**config.mk**
```make
export PLATFORM = sky130hd
export DESIGN_NAME = if_id_buffer
export DESIGN_NICKNAME = d
export VERILOG_FILES = /design/src/rtl/if_id_pkg.sv /design/src/rtl/if_id_entry.sv /design/src/rtl/if_id_buffer.sv
export SDC_FILE = /design/constraint.sdc
export NUM_CORES = 1
export LEC_CHECK = 0
export ABC_AREA = 1
export BUFFER_PORTS_ARGS = -buffer_cell sky130_fd_sc_hd__buf_2
export CAP_MARGIN = 25
export CORE_ASPECT_RATIO = 0.8
export CORE_MARGIN = 2
export CORE_UTILIZATION = 50
export DETAILED_ROUTE_END_ITERATION = 10
export GPL_ROUTABILITY_DRIVEN = 0
export PLACE_DENSITY = 0.77
export SYNTH_ARGS = -nofsm -noshare
export SYNTH_HDL_FRONTEND = slang
export SYNTH_HIERARCHICAL = 1
export SYNTH_SLANG_ARGS = --single-unit
```
**constraint.sdc**
```tcl
create_clock -name clk -period 1.7 [get_ports clk]
set_clock_uncertainty 0.1 [all_clocks]
set_input_delay 0.17 -clock clk [delete_from_list [all_inputs] [get_ports clk]]
set_output_delay 0.17 -clock clk [all_outputs]
set_load 0.02 [all_outputs]
```
**src/rtl/if_id_pkg.sv**
```systemverilog
// Shared types and default widths for the IF/ID elastic pipeline register.
// The state encoding mirrors {skid_valid, main_valid}, so HALF and FULL read directly off the valid bits.
package if_id_pkg;

  localparam int DEF_INST_SIZE = 32;
  localparam int DEF_PC_SIZE   = 32;
  localparam int DEF_CNT_SIZE  = 8;

  typedef enum logic [1:0] {
    EMPTY = 2'b00,
    HALF  = 2'b01,
    FULL  = 2'b11
  } state_e;

endpackage

```
**src/rtl/if_id_entry.sv**
```systemverilog
// One buffer slot: valid bit plus {pc, instruction}, with load enable and valid-clear.
// Clear wins over load and leaves the data untouched; data is don't-care while the slot is invalid.
module if_id_entry
  import if_id_pkg::*;
#(
  parameter int PC_SIZE   = DEF_PC_SIZE,
  parameter int INST_SIZE = DEF_INST_SIZE
) (
  input  logic                 clk,
  input  logic                 rst,
  input  logic                 load,
  input  logic                 clr,
  input  logic [PC_SIZE-1:0]   d_pc,
  input  logic [INST_SIZE-1:0] d_instruction,
  output logic                 valid,
  output logic [PC_SIZE-1:0]   pc,
  output logic [INST_SIZE-1:0] instruction
);

  logic                 valid_q, valid_d;
  logic [PC_SIZE-1:0]   pc_q, pc_d;
  logic [INST_SIZE-1:0] instruction_q, instruction_d;

  always_comb begin
    valid_d       = valid_q;
    pc_d          = pc_q;
    instruction_d = instruction_q;
    if (clr) begin
      valid_d = 1'b0;
    end else if (load) begin
      valid_d       = 1'b1;
      pc_d          = d_pc;
      instruction_d = d_instruction;
    end
  end

  always_ff @(posedge clk or negedge rst) begin
    if (!rst) begin
      valid_q       <= 1'b0;
      pc_q          <= '0;
      instruction_q <= '0;
    end else begin
      valid_q       <= valid_d;
      pc_q          <= pc_d;
      instruction_q <= instruction_d;
    end
  end

  assign valid       = valid_q;
  assign pc          = pc_q;
  assign instruction = instruction_q;

endmodule

```
**src/rtl/if_id_buffer.sv**
```systemverilog
// Elastic IF/ID register: 2-entry skid buffer between fetch and decode with flush and a
// saturating flush-event counter. in_ready comes straight from the skid valid flop.
module if_id_buffer
  import if_id_pkg::*;
#(
  parameter int INST_SIZE = DEF_INST_SIZE,
  parameter int PC_SIZE   = DEF_PC_SIZE,
  parameter int CNT_SIZE  = DEF_CNT_SIZE
) (
  input  logic                 clk,
  input  logic                 rst,
  input  logic                 in_valid,
  output logic                 in_ready,
  input  logic [PC_SIZE-1:0]   in_pc,
  input  logic [INST_SIZE-1:0] in_instruction,
  output logic                 out_valid,
  input  logic                 out_ready,
  output logic [PC_SIZE-1:0]   out_pc,
  output logic [INST_SIZE-1:0] out_instruction,
  input  logic                 flush,
  output logic [CNT_SIZE-1:0]  flush_cnt
);

  state_e state_q, state_d;

  logic                 main_valid, skid_valid;
  logic [PC_SIZE-1:0]   main_pc, skid_pc;
  logic [INST_SIZE-1:0] main_instruction, skid_instruction;

  logic main_load, main_clr, main_from_skid;
  logic skid_load, skid_clr;
  logic acc, take;

  logic [PC_SIZE-1:0]   main_d_pc;
  logic [INST_SIZE-1:0] main_d_instruction;

  logic [CNT_SIZE-1:0] flush_cnt_q, flush_cnt_d;

  assign in_ready  = !skid_valid;
  assign out_valid = main_valid;
  assign acc       = in_valid & in_ready;
  assign take      = out_valid & out_ready;

  always_comb begin
    state_d        = state_q;
    main_load      = 1'b0;
    main_clr       = 1'b0;
    main_from_skid = 1'b0;
    skid_load      = 1'b0;
    skid_clr       = 1'b0;
    if (flush) begin
      // A same-cycle take is still consumed by decode; an accepted beat is dropped.
      state_d  = EMPTY;
      main_clr = 1'b1;
      skid_clr = 1'b1;
    end else begin
      case (state_q)
        EMPTY: begin
          if (acc) begin
            main_load = 1'b1;
            state_d   = HALF;
          end
        end
        HALF: begin
          if (acc && take) begin
            main_load = 1'b1;
          end else if (acc) begin
            skid_load = 1'b1;
            state_d   = FULL;
          end else if (take) begin
            main_clr = 1'b1;
            state_d  = EMPTY;
          end
        end
        FULL: begin
          if (take) begin
            main_load      = 1'b1;
            main_from_skid = 1'b1;
            skid_clr       = 1'b1;
            state_d        = HALF;
          end
        end
        default: begin
          state_d  = EMPTY;
          main_clr = 1'b1;
          skid_clr = 1'b1;
        end
      endcase
    end
  end

  always_comb begin
    main_d_pc          = in_pc;
    main_d_instruction = in_instruction;
    if (main_from_skid) begin
      main_d_pc          = skid_pc;
      main_d_instruction = skid_instruction;
    end
  end

  always_comb begin
    flush_cnt_d = flush_cnt_q;
    if (flush && (flush_cnt_q != {CNT_SIZE{1'b1}})) begin
      flush_cnt_d = flush_cnt_q + CNT_SIZE'(1);
    end
  end

  always_ff @(posedge clk or negedge rst) begin
    if (!rst) begin
      state_q     <= EMPTY;
      flush_cnt_q <= '0;
    end else begin
      state_q     <= state_d;
      flush_cnt_q <= flush_cnt_d;
    end
  end

  if_id_entry #(
    .PC_SIZE   (PC_SIZE),
    .INST_SIZE (INST_SIZE)
  ) u_main (
    .clk           (clk),
    .rst           (rst),
    .load          (main_load),
    .clr           (main_clr),
    .d_pc          (main_d_pc),
    .d_instruction (main_d_instruction),
    .valid         (main_valid),
    .pc            (main_pc),
    .instruction   (main_instruction)
  );

  if_id_entry #(
    .PC_SIZE   (PC_SIZE),
    .INST_SIZE (INST_SIZE)
  ) u_skid (
    .clk           (clk),
    .rst           (rst),
    .load          (skid_load),
    .clr           (skid_clr),
    .d_pc          (in_pc),
    .d_instruction (in_instruction),
    .valid         (skid_valid),
    .pc            (skid_pc),
    .instruction   (skid_instruction)
  );

  assign out_pc          = main_pc;
  assign out_instruction = main_instruction;
  assign flush_cnt       = flush_cnt_q;

endmodule

```
==> results.md <==
Die:
- The number of cell rows is 38.
- The floorplan step set the die width to 135 um.
- The total die area is 14800 um^2.
- In this run the standard cell core region covers 13500 um^2.
- The die height is 109 um.
- The number of top-level design ports is 143.
- The initial utilization of the core area, before any placement, comes to 0.511.

Placement:
- The worst slack after detailed placement is -190 ps.
- After legalization and detailed placement, the total HPWL measured 11000 um.
- The count of buffers inserted at the top-level ports is 142.
- The total cell area at the placement stage is 7780 um^2.

Synth:
- The library cell occupying the most area in the post-synthesis netlist is sky130_fd_sc_hd__dfrtp_1.
- After synthesis, the mean cell area works out to 7.88 um^2.
- The cell area after synthesis is 6900 um^2.
- The count of unique library cells instantiated by Yosys is 24.
- Of the post-synthesis cell area, the dominant cell type holds 0.508.
- The total nets after synthesis is 950.
- The Yosys step of the flow raised 6 warnings.
- After synthesis, the cell types taking the most area are sky130_fd_sc_hd__dfrtp_1 51%, sky130_fd_sc_hd__nand2_1 23%, sky130_fd_sc_hd__nand3_1 14%, sky130_fd_sc_hd__buf_4 3.3%, sky130_fd_sc_hd__buf_6 2.8%.
- The part of the Yosys area used for sequential elements is 0.508.
- After technology mapping, the gate count stands at 875.
- After synthesis the netlist holds a flip-flop and latch count of 140.

Power:
- The leakage power summed over all cells is 0.00526 uW.
- The worst-case IR drop observed on VDD is 0.881 mV.
- Power spread over the standard cell area amounts to 1490 nW/um^2.
- The completed layout was analyzed and its total power is 14700 uW.

Global routing:
- The all-layer global routing usage is 0.256.
- The number of antenna violations at the first check in global routing is 1.
- The first global-routing pass estimated 30000 um of wire.
- The total overflow reported by the global router is 0.
- The pin count of the biggest net entering global routing is 56.
- The number of global-route vias before repair is 6209.

Job:
- Across the run, the number of max-cap violations was 0.

Clocking:
- Clock latency on the worst-skew pair, taken at its later pin, is 420 ps.
- In this run, CTS created clock tree buffers numbering 17.
- Clock-pin slew was measured on the worst setup and hold paths at 60 ps.
- The clock tree synthesis step divided the H-tree into 4 levels.
- TritonCTS built the clock tree.
- The cell sitting at the root of the clock tree is a sky130_fd_sc_hd__clkbuf_16.
- No sink is reached through more buffers than the 2 on the longest clock path.
- The clock sink count is 140.

STA:
- The hold slack is 128 ps.
- For the pin with the worst max-slew slack, the measured transition is 541 ps.
- Setup repair after global routing could not meet its margin everywhere.
- The relative slew slack is 0.639.
- The hold violation count in the final report came to 0.
- Based on the critical path, the design can be clocked at up to 0.513 GHz.
- The setup total negative slack is -22860 ps.
- The final worst-path setup slack is -249 ps.
- The number of endpoints failing setup at the final stage is 131.
- Counting I/O delays and the setup requirement, the final critical path takes 1950 ps.
- Of the available clock period, the critical path in the final layout requires 1.15.
- The final number of max-transition violations is 0.

Setup path:
- The endpoint required time on the critical path is 1950 ps.
- The most critical setup path has its startpoint at state_q[1].
- The startpoint class of the critical path is a flop.
- The launching point of the worst reg2reg path is state_q[1].
- For the worst setup path, the data arrival time is 2200 ps.
- The worst setup path is captured at a flop.
- The critical path is of the flop to flop type.
- Of all nets on the critical path, the largest fanout is 55.

Route:
- The number of DRC markers after the initial detailed-route iteration is 666.
- The total via count after detailed routing is 6876.
- Before antenna repair, the detailed router went through 5 iterations.
- The post-detailed-route via-to-cell ratio is 5.34.
- After detailed routing, the total wire length is 20900 um.
- For this run, design rule violations remaining after detail routing come to 0.
- Dividing the detail-routed wire length by the instance count gives 16.2 um.
- The number of nets with antenna violations after routing is 0.

Min path:
- The worst hold path belongs to the class input pin to flop.
- The critical hold path startpoint is in_valid.

Cells and area:
- The area added between synthesis and finish is 42.8%.
- For this run, the post-layout net count is 1171.
- The proportion of layout cells with a drive suffix above 1 is 0.312.
- After routing the design area is 9850 um^2.
- The layout filler cell count is 997.

Status:
- The run finished, with violations left.
- The checks that failed: setup timing.
==> per-stage QoR <==
stage,std cells,utilization
after CTS,1266,0.665
final,1288,0.729
after detailed placement,1171,0.576
after floorplan,875,-
after global routing,1288,0.729
after global placement,1171,0.576
==> kinds of logic after synthesis <==
kind of cell,after synthesis,synth area share
XOR/XNOR,4,0.00508
buffers and inverters,79,0.0804
AND/OR/NAND/NOR,640,0.391
AO/OA/AOI/OAI,6,0.00454
adder cells (fa/ha/maj),6,0.0109
flip-flops,140,0.508
==> synth_stat cells <==
| cell type | number |
|---|---|
| sky130_fd_sc_hd__o21ai_0 | 4 |
| sky130_fd_sc_hd__ha_1 | 6 |
| sky130_fd_sc_hd__buf_4 | 30 |
| sky130_fd_sc_hd__clkbuf_1 | 2 |
| sky130_fd_sc_hd__nand3b_1 | 1 |
| sky130_fd_sc_hd__inv_1 | 12 |
| sky130_fd_sc_hd__or3_1 | 1 |
| sky130_fd_sc_hd__inv_2 | 4 |
| sky130_fd_sc_hd__or2_2 | 1 |
| sky130_fd_sc_hd__nand4_1 | 2 |
| sky130_fd_sc_hd__nor3_1 | 3 |
| sky130_fd_sc_hd__dfrtp_1 | 140 |
| sky130_fd_sc_hd__xnor2_1 | 2 |
| sky130_fd_sc_hd__nand2_2 | 3 |
| sky130_fd_sc_hd__nand3_2 | 1 |
| sky130_fd_sc_hd__buf_2 | 14 |
| sky130_fd_sc_hd__a31oi_1 | 1 |
| sky130_fd_sc_hd__nand2_1 | 419 |
| sky130_fd_sc_hd__nor2_1 | 8 |
| sky130_fd_sc_hd__nand3_1 | 199 |
| sky130_fd_sc_hd__buf_6 | 17 |
| sky130_fd_sc_hd__nor2_4 | 2 |
| sky130_fd_sc_hd__xor2_1 | 2 |
| sky130_fd_sc_hd__a21oi_1 | 1 |
==> path summary, 6_finish.rpt <==
| path | end | slack, ps | depth (start not counted) |
|---|---|---|---|
| worst min-delay path | state_q[1] | 130 | 5 |
| worst min register to register | u_main/pc[22] | 370 | 2 |
| worst max-delay path | u_main/pc[26] | -250 | 10 |
| max in group asynchronous | u_skid/instruction[22] | 700 | 3 |
| min in group asynchronous | u_skid/pc[18] | 180 | 2 |
| worst max register to register | u_main/pc[26] | -250 | 10 |
==> registers in the layout, indices dropped and copies added (netlist names) <==
register,flops
flush_cnt,8
state_q,2
u_main/instruction,32
u_main/pc,32
u_main/valid,1
u_skid/instruction,32
u_skid/pc,32
u_skid/valid,1
==> cell type report <==
cell class                      instances  area (um^2)  share of cell area
Antenna cell                            1         2.50            0.000254
Clock buffer                           20          457              0.0464
Clock inverter                         10         71.3             0.00724
Inverter                               16         75.1             0.00762
Multi-Input combinational cell        657         3300               0.335
Sequential cell                       140         3510               0.356
Tap cell                              180          225              0.0229
Timing Repair Buffer                  264         2210               0.224
==> layout by cell type (no fill, tap or decap), types with 2 or more instances in the layout <==
master                          count
sky130_fd_sc_hd__nand2_4           21
sky130_fd_sc_hd__nor3_4             2
sky130_fd_sc_hd__buf_2            141
sky130_fd_sc_hd__nand3_2            3
sky130_fd_sc_hd__xnor2_1            2
sky130_fd_sc_hd__nand3_1          197
sky130_fd_sc_hd__inv_1              8
sky130_fd_sc_hd__clkinv_2           3
sky130_fd_sc_hd__ha_2               2
sky130_fd_sc_hd__nand2_8            3
sky130_fd_sc_hd__nor2_1             5
sky130_fd_sc_hd__clkbuf_16         27
sky130_fd_sc_hd__clkbuf_8           2
sky130_fd_sc_hd__clkinvlp_4         4
sky130_fd_sc_hd__nor2_4             5
sky130_fd_sc_hd__dfrtp_1          137
sky130_fd_sc_hd__nand4_1            2
sky130_fd_sc_hd__buf_6             11
sky130_fd_sc_hd__ha_1               2
sky130_fd_sc_hd__inv_2              6
sky130_fd_sc_hd__nand2_2           65
sky130_fd_sc_hd__xor2_1             2
sky130_fd_sc_hd__ha_4               2
sky130_fd_sc_hd__o21ai_0            3
sky130_fd_sc_hd__clkinv_4           3
sky130_fd_sc_hd__nand2_1          334
sky130_fd_sc_hd__dlygate4sd3_1     65
sky130_fd_sc_hd__dfrtp_2            3
sky130_fd_sc_hd__buf_4             20
sky130_fd_sc_hd__buf_12            12
sky130_fd_sc_hd__buf_8              4
==> layer usage <==
layer | part of all wire | global-route usage
met1 | 0.43 | 0.354
met2 | 0.46 | 0.408
met3 | 0.089 | 0.0623
met4 | 0.022 | 0.0714
met5 | 0 | 0
==> worst max-delay path, stage by stage (launching register included) <==
cell	delay, ps
sky130_fd_sc_hd__dfrtp_2	450
sky130_fd_sc_hd__inv_4	90
sky130_fd_sc_hd__buf_4	110
sky130_fd_sc_hd__ha_4	120
sky130_fd_sc_hd__inv_2	40
sky130_fd_sc_hd__nor2_4	130
sky130_fd_sc_hd__nor3_4	60
sky130_fd_sc_hd__nor2_4	220
sky130_fd_sc_hd__buf_12	280
sky130_fd_sc_hd__nand3_1	170
sky130_fd_sc_hd__nand2_1	100
==> what timing repair did <==
| action | in CTS | in global routing |
|---|---|---|
| endpoints found under the hold margin | 124 | 0 |
| gates cloned | 0 | 15 |
| pin swaps | 0 | 11 |
| hold buffers | 65 | 0 |
| endpoints found under the setup margin | 130 | 130 |
| resized for setup | 6 | 154 |
| buffers inserted | 0 | 6 |
==> power by group <==
part / total [uW] / switching, uW / internal (uW)
Clock: 3340 / 1430 / 1920
Sequential: 5760 / 983 / 4780
Combinational: 5550 / 3360 / 2190
Power figures use the tool's default switching activity.
